[config.mk]
export PLATFORM = sky130hd
export DESIGN_NAME = mult_repeated_add
export DESIGN_NICKNAME = d
export VERILOG_FILES = /design/src/rtl/mra_pkg.sv /design/src/rtl/mult_repeated_add_ctrl.sv /design/src/rtl/mult_repeated_add.sv
export SDC_FILE = /design/constraint.sdc
export NUM_CORES = 1
export LEC_CHECK = 0
export ABC_AREA = 0
export CAP_MARGIN = 20
export CORE_ASPECT_RATIO = 0.8
export CORE_MARGIN = 8
export CORE_UTILIZATION = 41
export CTS_CLUSTER_SIZE = 14
export DETAILED_ROUTE_END_ITERATION = 6
export PLACE_DENSITY = 0.65
export SYNTH_ARGS = -nofsm -noshare
export SYNTH_HDL_FRONTEND = slang
export SYNTH_SLANG_ARGS = --single-unit
[constraint.sdc]
create_clock -name clk -period 3.1 [get_ports clk]
set_clock_uncertainty 0.1 [all_clocks]
set_input_delay 0.775 -clock clk [delete_from_list [all_inputs] [get_ports clk]]
set_output_delay 0.775 -clock clk [all_outputs]
set_load 0.1 [all_outputs]
[src/rtl/mra_pkg.sv]
// ============================================================================
//  Module   : mra_pkg
//  Brief    : Shared types and constants for the repeated-add multiplier.
//  Revision : 1.0 - initial release
// ============================================================================
`default_nettype none

package mra_pkg;

    localparam int MRA_WIDTH = 16;

    typedef enum logic [2:0] {
        IDLE = 3'd0,
        LDA  = 3'd1,
        LDB  = 3'd2,
        ADD  = 3'd3,
        DONE = 3'd4
    } state_t;

endpackage

`default_nettype wire

[src/rtl/mult_repeated_add_ctrl.sv]
// ============================================================================
//  Module   : mra_ctrl
//  Brief    : Control FSM sequencing operand loads and the add/decrement loop.
//  Revision : 1.0 - initial release
// ============================================================================
`default_nettype none

module mra_ctrl
    import mra_pkg::*;
(
    input  logic clk,
    input  logic rst,
    input  logic start,
    input  logic eq,
    output logic ld_a,
    output logic ld_b,
    output logic ld_p,
    output logic clr_p,
    output logic dec_b,
    output logic done
);

    state_t state;
    state_t state_nxt;

    always_ff @(posedge clk) begin
        if (rst) begin
            state <= IDLE;
        end else begin
            state <= state_nxt;
        end
    end

    always_comb begin
        state_nxt = state;
        ld_a      = 1'b0;
        ld_b      = 1'b0;
        ld_p      = 1'b0;
        clr_p     = 1'b0;
        dec_b     = 1'b0;
        done      = 1'b0;
        case (state)
            IDLE: begin
                if (start) begin
                    state_nxt = LDA;
                end
            end
            LDA: begin
                ld_a      = 1'b1;
                state_nxt = LDB;
            end
            LDB: begin
                ld_b      = 1'b1;
                clr_p     = 1'b1;
                state_nxt = ADD;
            end
            ADD: begin
                // Loop exit cycle performs no register update.
                if (eq) begin
                    state_nxt = DONE;
                end else begin
                    ld_p  = 1'b1;
                    dec_b = 1'b1;
                end
            end
            DONE: begin
                done = 1'b1;
                if (!start) begin
                    state_nxt = IDLE;
                end
            end
            default: begin
                state_nxt = IDLE;
            end
        endcase
    end

endmodule

`default_nettype wire

[src/rtl/mult_repeated_add.sv]
// ============================================================================
//  Module   : mult_repeated_add
//  Brief    : Unsigned multiplier by repeated addition (P += A, B -= 1).
//             Define MRA_MIN_ITER_EN to load the smaller operand as the counter.
//  Revision : 1.0 - initial release
// ============================================================================
`default_nettype none

module mult_repeated_add
    import mra_pkg::*;
#(
    parameter int WIDTH = MRA_WIDTH
) (
    input  logic               clk,
    input  logic               rst,
    input  logic               start,
    input  logic [WIDTH-1:0]   data_in,
    output logic               done,
    output logic [2*WIDTH-1:0] product
);

    logic [WIDTH-1:0]   a_reg;
    logic [WIDTH-1:0]   b_reg;
    logic [2*WIDTH-1:0] p_reg;
    logic               eq;
    logic               ld_a;
    logic               ld_b;
    logic               ld_p;
    logic               clr_p;
    logic               dec_b;

    assign eq      = (b_reg == '0);
    assign product = p_reg;

    mra_ctrl u_ctrl (
        .clk   (clk),
        .rst   (rst),
        .start (start),
        .eq    (eq),
        .ld_a  (ld_a),
        .ld_b  (ld_b),
        .ld_p  (ld_p),
        .clr_p (clr_p),
        .dec_b (dec_b),
        .done  (done)
    );

    always_ff @(posedge clk) begin
        if (rst) begin
            a_reg <= '0;
            b_reg <= '0;
            p_reg <= '0;
        end else begin
            if (ld_a) begin
                a_reg <= data_in;
            end
            if (ld_b) begin
`ifdef MRA_MIN_ITER_EN
                // Keep the smaller operand in the loop counter.
                if (data_in > a_reg) begin
                    b_reg <= a_reg;
                    a_reg <= data_in;
                end else begin
                    b_reg <= data_in;
                end
`else
                b_reg <= data_in;
`endif
            end else if (dec_b) begin
                b_reg <= b_reg - WIDTH'(1);
            end
            if (clr_p) begin
                p_reg <= '0;
            end else if (ld_p) begin
                p_reg <= p_reg + {{WIDTH{1'b0}}, a_reg};
            end
        end
    end

endmodule

`default_nettype wire

==> results.md <==
- Commonest register cell after synthesis: sky130_fd_sc_hd__dfxtp_1
- Post-route ant nets: 0
- Number of CTS-inserted buffers: 9
- Maximum clock rate: 0.365 GHz
- Via-per-instance ratio: 5.58
- Clk pin slew, worst setup/hold paths: 0.06 ns
- Worst relative slew slack: 55.3%
- Number of max-cap violations: 0
- Number of buffers on the longest clock path: 2
- Busiest metal layer after global routing: met2
- Die boundary width: 123 um
- Initial antenna violation count: 0
- H-tree levels: 3
- Initial core utilization: 41.9%
- Clock latency on the worst-skew pair: 0.33 ns
- Synthesized flop and latch total: 67
- Critical path's most frequent cell: sky130_fd_sc_hd__nor2_1
- Critical path class: reg2reg
- Core footprint: 9000 sq um
- Critical path cell sequence: ha_1, fa_1, a211oi_1, nor4_1, nor2_1, a311oi_4, o2111ai_1, xor2_1, nor2_1
- DRT Pass-1 Iters: 5
- Flip-flop count of the largest register after layout: 32
- Highest-count cells in the layout ignoring fill and taps: sky130_fd_sc_hd__nand2_1 (90), sky130_fd_sc_hd__dfxtp_1 (67), sky130_fd_sc_hd__a21oi_1 (56)
- Met1 Use GR: 22.3%
- Final total negative setup slack: 0 ns
- Root buf cell: sky130_fd_sc_hd__clkbuf_16
- Drt first-iter violations: 267
- Synthesized area per cell: 7.96 sq um
- Post-synth EDFFs: 0
- Number of hold-repair buffers added at the cts stage: 0
- Required time of the critical path: 3.21 ns
- Height of the chip: 102 um
- Cell with the largest stage delay on the worst path: sky130_fd_sc_hd__fa_1
- Number of design rule violations left after detail routing: 0
- Quantity of I/O buffers inserted on ports: 51
- Worst-case vdd ir drop: 0.268 mV
- Crit share post-route: 88.5%
- Number of cells produced by synthesis: 474
- Routed WL per cell: 15.5 um
- Netlist Area Pre-Place: 3770 sq um
- Class of the most critical hold timing path: reg2reg
- Net count of the mapped netlist: 512
- Placer's final routability congestion estimate: 0.901
- Share of final-layout standard cells stronger than drive strength 1: 13.5%
- Wirelength, routed: 9.92 mm
- Worst R2R Setup Slack: 0.36 ns
- Register-to-Register Path Depth: 9
- First-pass GRT wire length: 16.5 mm
- M3 GR Usage: 3.87%
- Setup crit end kind: flop
- Row cnt: 31
- Synth-to-Final Area Change: 21.6%
- Antenna cells: 0
- Total half-perimeter wirelength after legalization and detailed placement: 7.42 mm
- Critical path's largest stage delay: 0.43 ns
- Vias after detailed routing: 3569
- I/O pin cnt: 52
- Total of endpoints with negative setup slack in the final report: 0
- Startpoint class of the critical path: flop
- Clock sinks: 67
- Die Outline Area: 12500 sq um
- Final count of hold timing violations: 0
- Power density relative to cell area: 512 nW/um^2
- Leading cell type in the layout, fill and taps excluded: sky130_fd_sc_hd__nand2_1
- TritonCTS clock tree: done
- Synth warn: 0
- GRT Overall Usage: 16.1%
- Portion of the post-synthesis area used by sequential elements: 35.5%
- Capture point of the worst reg-to-reg path: product[28]$_SDFFE_PP0P_
- Final global-route overflow total: 0
- Outcome: completed
- Fin nets: 558
- Critical path data arrival time: 2.85 ns
- Unrepaired setup endpoints after global routing: no
- Largest net degree at the start of global routing: 38
- Maximum fanout along the worst path: 7
- Startpoint of the tightest hold check path: a_reg[9]$_SDFFE_PP0P_
- Count of instances resized after the clock tree is built: 0
- Met2 Usage GRT: 24.8%
- Final hold slack: 0.367 ns
- Count of cells along the worst hold path: 2
- Vias in the first global route: 3307
- Endpoint with the worst hold slack: a_reg[9]$_SDFFE_PP0P_
- Critical register-to-register path startpoint: product[0]$_SDFFE_PP0P_
- Async SR Flop Fraction: 0%
- Worst-Margin Slew: 0.671 ns
- Number of buffers added for setup after CTS: 0
- Final slew viol count: 0
- P_leak: 1.79 nW
- Number of different library cells in the post-synthesis netlist: 60
- Final worst path period need: 2.74 ns
how the worst max path moves through the flow:
stage,from,to,slack [ns]
6_report,product[0]$_SDFFE_PP0P_,product[28]$_SDFFE_PP0P_,0.36
5_1_grt,product[0]$_SDFFE_PP0P_,product[24]$_SDFFE_PP0P_,0.18
3_5_place_dp,product[0]$_SDFFE_PP0P_,product[28]$_SDFFE_PP0P_,0.43
3_3_place_gp,product[0]$_SDFFE_PP0P_,product[28]$_SDFFE_PP0P_,0.52
2_1_floorplan,product[0]$_SDFFE_PP0P_,product[20]$_SDFFE_PP0P_,0.02
4_1_cts,product[0]$_SDFFE_PP0P_,product[28]$_SDFFE_PP0P_,0.39
per-layer routing:
| layer | routed length [um] | vias to the layer above |
|---|---|---|
| met5 | 0 | - |
| met4 | 69 | 0 |
| met3 | 602 | 9 |
| met2 | 4430 | 114 |
| met1 | 4820 | 1653 |
| li1 | - | 1793 |
stage by stage:
step	total power [mW]	utilization [%]	area [sq um]	instances	setup slack, ns
after floorplan	1.24	-	3780	474	0.0249
after global placement	1.35	47.7	4290	624	0.524
after detailed placement	1.35	47.7	4290	624	0.432
after CTS	2.36	51.0	4590	640	0.388
after global routing	2.45	51.0	4590	640	0.182
final	2.35	51.0	4590	640	0.358
cells by family after synthesis:
family / Yosys count / synth area share (%)
simple gates: 208 / 25.8
compound gates: 125 / 22.5
flops: 67 / 35.5
xor+xnor: 24 / 5.57
buf+inv: 30 / 3.75
mux: 1 / 0.265
fa+ha+maj: 19 / 6.50
Yosys cell counts, types with 4 or more instances:
cell type | instances | area [sq um]
sky130_fd_sc_hd__a211oi_1 | 6 | 45.0
sky130_fd_sc_hd__a21oi_1 | 56 | 280
sky130_fd_sc_hd__a221oi_1 | 6 | 52.6
sky130_fd_sc_hd__a31oi_1 | 4 | 25.0
sky130_fd_sc_hd__and2_1 | 4 | 25.0
sky130_fd_sc_hd__and3_1 | 5 | 31.3
sky130_fd_sc_hd__buf_2 | 4 | 20.0
sky130_fd_sc_hd__clkbuf_1 | 15 | 56.3
sky130_fd_sc_hd__dfxtp_1 | 67 | 1340
sky130_fd_sc_hd__ha_1 | 18 | 225
sky130_fd_sc_hd__inv_1 | 7 | 26.3
sky130_fd_sc_hd__nand2_1 | 90 | 338
sky130_fd_sc_hd__nand3_1 | 12 | 60.1
sky130_fd_sc_hd__nand4_1 | 5 | 31.3
sky130_fd_sc_hd__nor2_1 | 50 | 188
sky130_fd_sc_hd__nor2b_1 | 5 | 31.3
sky130_fd_sc_hd__nor3_1 | 8 | 40.0
sky130_fd_sc_hd__nor4_1 | 4 | 25.0
sky130_fd_sc_hd__o2111ai_1 | 5 | 43.8
sky130_fd_sc_hd__o21ai_0 | 18 | 90.1
sky130_fd_sc_hd__or3_1 | 6 | 37.5
sky130_fd_sc_hd__xnor2_1 | 12 | 105
sky130_fd_sc_hd__xor2_1 | 12 | 105
final cells by class:
type | count | area (sq um)
Fill cell | 892 | 4410
Multi-Input combinational cell | 377 | 2300
Sequential cell | 67 | 1340
Timing Repair Buffer | 58 | 480
Clock buffer | 13 | 280
Tap cell | 115 | 144
Inverter | 7 | 26.3
Clock inverter | 3 | 20.0
report_power, final:
group	total [mW]	internal (mW)	switching (mW)
logic	0.394	0.147	0.246
clock network	1.01	0.627	0.381
registers	0.946	0.904	0.0422
total	2.35	1.68	0.669
worst max-delay path: cells and delay by family (launching register included):
family          cells  cell delay (ns)
compound gates      3             0.87
xor+xnor            1             0.17
fa+ha+maj           2             0.65
flops               1             0.32
simple gates        3             0.49
Power figures use the tool's default switching activity.
==> patch, RTL diff (same settings) <==
Register the input `start` before use. The logic sees it one clock later. The other inputs are not delayed to match.
--- a/src/rtl/mult_repeated_add.sv
+++ b/src/rtl/mult_repeated_add.sv
@@ -21,2 +21,8 @@
 
+    logic start_q;
+
+    always_ff @(posedge clk) begin
+        start_q <= start;
+    end
+
     logic [WIDTH-1:0]   a_reg;
@@ -37,3 +43,3 @@
         .rst   (rst),
-        .start (start),
+        .start (start_q),
         .eq    (eq),
Formal check against the unedited RTL: not equivalent (a bounded check fails within 10 cycles, from zero or initial values and one cycle with rst high).
==> patch against the unedited design <==
Routed wire length grew 0.34%. Sequential share of layout area grew 0.45 points. Count of clock-buffer cells in the layout shrank 4. Hold slack lost 3.2 ps. Sequential cell count grew 1. Area after synthesis grew 0.53%. Global-route usage grew 0.32 points. Power shrank 2.1%. Setup slack gained 42 ps. Final area is essentially flat. Sequential power grew 1%. Non-clock buffer count is the same.
==> patch: results (changes against the unedited design) <==
The flow ran to the end, and the final reports show no timing, DRC or antenna violations. The worst hold path begins at a_reg[15]. The number of antenna violations at the first check in global routing is 0 (unchanged). The number of global-route vias before repair came to 3366 (+1.8%). The worst ir drop on vdd is 264.4 uV (-1.3%). The detailed placer's ending HPWL is 7278 um (-1.9%). The headroom to the max-slew limit came to 59.79% (+4.5 points).

The adder-cell area share of the yosys netlist was 6.464% (-0.034 points). The share of flip-flops with an asynchronous set or reset came to 0% (unchanged). The count of instances resized after the clock tree is built is 0 (unchanged). The number of flip-flops in the largest register came to 32 (unchanged). For hold timing, the worst endpoint is a_reg[15]. The largest net degree at the start of global routing came out at 38 (unchanged). The cell depth of the worst hold path was 2 (unchanged).

The share of cell area taken by muxes after synthesis is 0.2639% (-0.0014 points). The number of antenna diodes came out at 0 (unchanged). The sequential fraction of the synthesis area came to 35.88% (+0.34 points).

The tightest min-delay check is of the flip-flop to flip-flop type. The number of warning messages in the yosys log was 0 (unchanged). The DRC violation total after the first TritonRoute iteration came out at 244 (-8.6%). The layout cell share with drive strength beyond 1 came out at 13.50% (-0.026 points). The total leakage power came out at 1.781 nW (-0.63%). Ranked by instance count, the synthesized netlist is headed by 90 x sky130_fd_sc_hd__nand2_1, 68 x sky130_fd_sc_hd__dfxtp_1, 56 x sky130_fd_sc_hd__a21oi_1. The count of H-tree levels built during CTS came to 3 (unchanged). The data arrival at the endpoint of the critical path is 2800 ps (-50 ps).

The register-to-register setup slack was 400 ps (+40 ps). The total number of vias is 3492 (-2.2%). Sorting the synthesized cells by area gives the leading types as sky130_fd_sc_hd__dfxtp_1 36%, sky130_fd_sc_hd__nand2_1 8.9%, sky130_fd_sc_hd__a21oi_1 7.4%, sky130_fd_sc_hd__ha_1 5.9%, sky130_fd_sc_hd__nor2_1 4.9%. The first-pass iteration count of the detailed router came to 4 (-1). The endpoint identified for the worst register-to-register timing path is product[26]. The overall global routing resource usage came out at 16.45% (+0.32 points). The synthesized-area fraction occupied by xor and xnor cells came out at 5.541% (-0.029 points). The number of library cell types mapped by synthesis came out at 60 (unchanged).

The total nets after synthesis is 513 (+0.20%). The count of placed standard cells in the final layout, fillers left out is 641 (+0.16%). The net count reported at finish is 559 (+0.18%). The final estimated routing congestion in global placement is 0.8723 (-3.2%).

Among all flip-flop cells after synthesis, the most frequent one is sky130_fd_sc_hd__dfxtp_1. The wire length of the first global-routing pass was 16710 um (+1.5%). The cell sitting at the root of the clock tree is a sky130_fd_sc_hd__clkbuf_16. The count of placed standard cells including taps is 625 (+0.16%). The cell count after synthesis is 475 (+0.21%).

The setup fix buffers added after clock tree synthesis came out at 0 (unchanged). The area fraction in compound gates after synthesis is 22.43% (-0.12 points). The launching element of the worst setup path is product[0]. The wire length reported by the detailed router is 9950 um (+0.34%).
-- patch: cell count changes in the layout (fill, tap and decap cells not counted) --
| cell | unedited run | this run |
|---|---|---|
| sky130_fd_sc_hd__clkinv_4 | 0 | 1 |
| sky130_fd_sc_hd__clkinvlp_4 | 2 | 4 |
| sky130_fd_sc_hd__dfxtp_1 | 67 | 68 |
| sky130_fd_sc_hd__clkbuf_8 | 4 | 0 |
| sky130_fd_sc_hd__inv_6 | 0 | 1 |
-- patch: cells by family (layout without fill, tap and decap cells) --
family                     count (synthesis)  in the layout
adders and majority gates                 19             19
AOI/OAI and AO/OA                        125            125
DFF                                       68             68
xor gates and xnor gates                  24             24
muxes                                      1              1
and+or+nand+nor                          208            208
buffers and inverters                     30             81
-- patch: routing by layer --
metal	track usage, %	up-vias	share of wire, %
met1	22.83	1630	50
met4	4.524	0	0.78
met3	3.644	7	5.3
li1	-	1790	-
met2	25.02	65	44
met5	0	-	0
-- patch: metrics by stage --
stage	hold slack, ps	util, %	area, sq um
floorplan	340.0	-	3799
global placement	352.3	47.67	4308
detailed placement	353.8	47.67	4308
CTS	362.3	50.74	4586
global route	377.5	50.74	4586
finish	363.4	50.74	4586
-- patch: worst max-delay path by stage --
| stage | to | slack, ps | cells past startpoint |
|---|---|---|---|
| 2_1_floorplan | product[20] | 20 | 9 |
| 3_3_place_gp | product[30] | 500 | 9 |
| 3_5_place_dp | product[26] | 400 | 9 |
| 4_1_cts | product[26] | 390 | 9 |
| 5_1_grt | product[26] | 130 | 9 |
| 6_report | product[26] | 400 | 9 |
-- patch: layout make-up --
cell class                 count  area [sq um]
clock buffer                   9         225.2
timing repair buffer          58         480.5
fill                         856          4452
clock inverter                 7         52.55
inverter                       7         26.28
multi-input combinational    377          2296
sequential                    68          1361
tap                          115         143.9
-- patch: worst max-delay path: stages, from the launching register on --
cell and delay [ps]:
sky130_fd_sc_hd__dfxtp_1 320, sky130_fd_sc_hd__ha_1 220, sky130_fd_sc_hd__fa_1 430, sky130_fd_sc_hd__a211oi_1 370
sky130_fd_sc_hd__nor4_1 120, sky130_fd_sc_hd__nor2_1 300, sky130_fd_sc_hd__a311oi_4 210, sky130_fd_sc_hd__o2111ai_1 260
sky130_fd_sc_hd__xor2_1 180, sky130_fd_sc_hd__nor2_1 50
-- patch: power breakdown --
part           leakage, nW  switching, mW  internal (mW)
Clock                0.124          0.400          0.543
Combinational         1.10          0.247          0.148
Sequential           0.552         0.0424          0.917
Total                 1.78          0.689           1.61
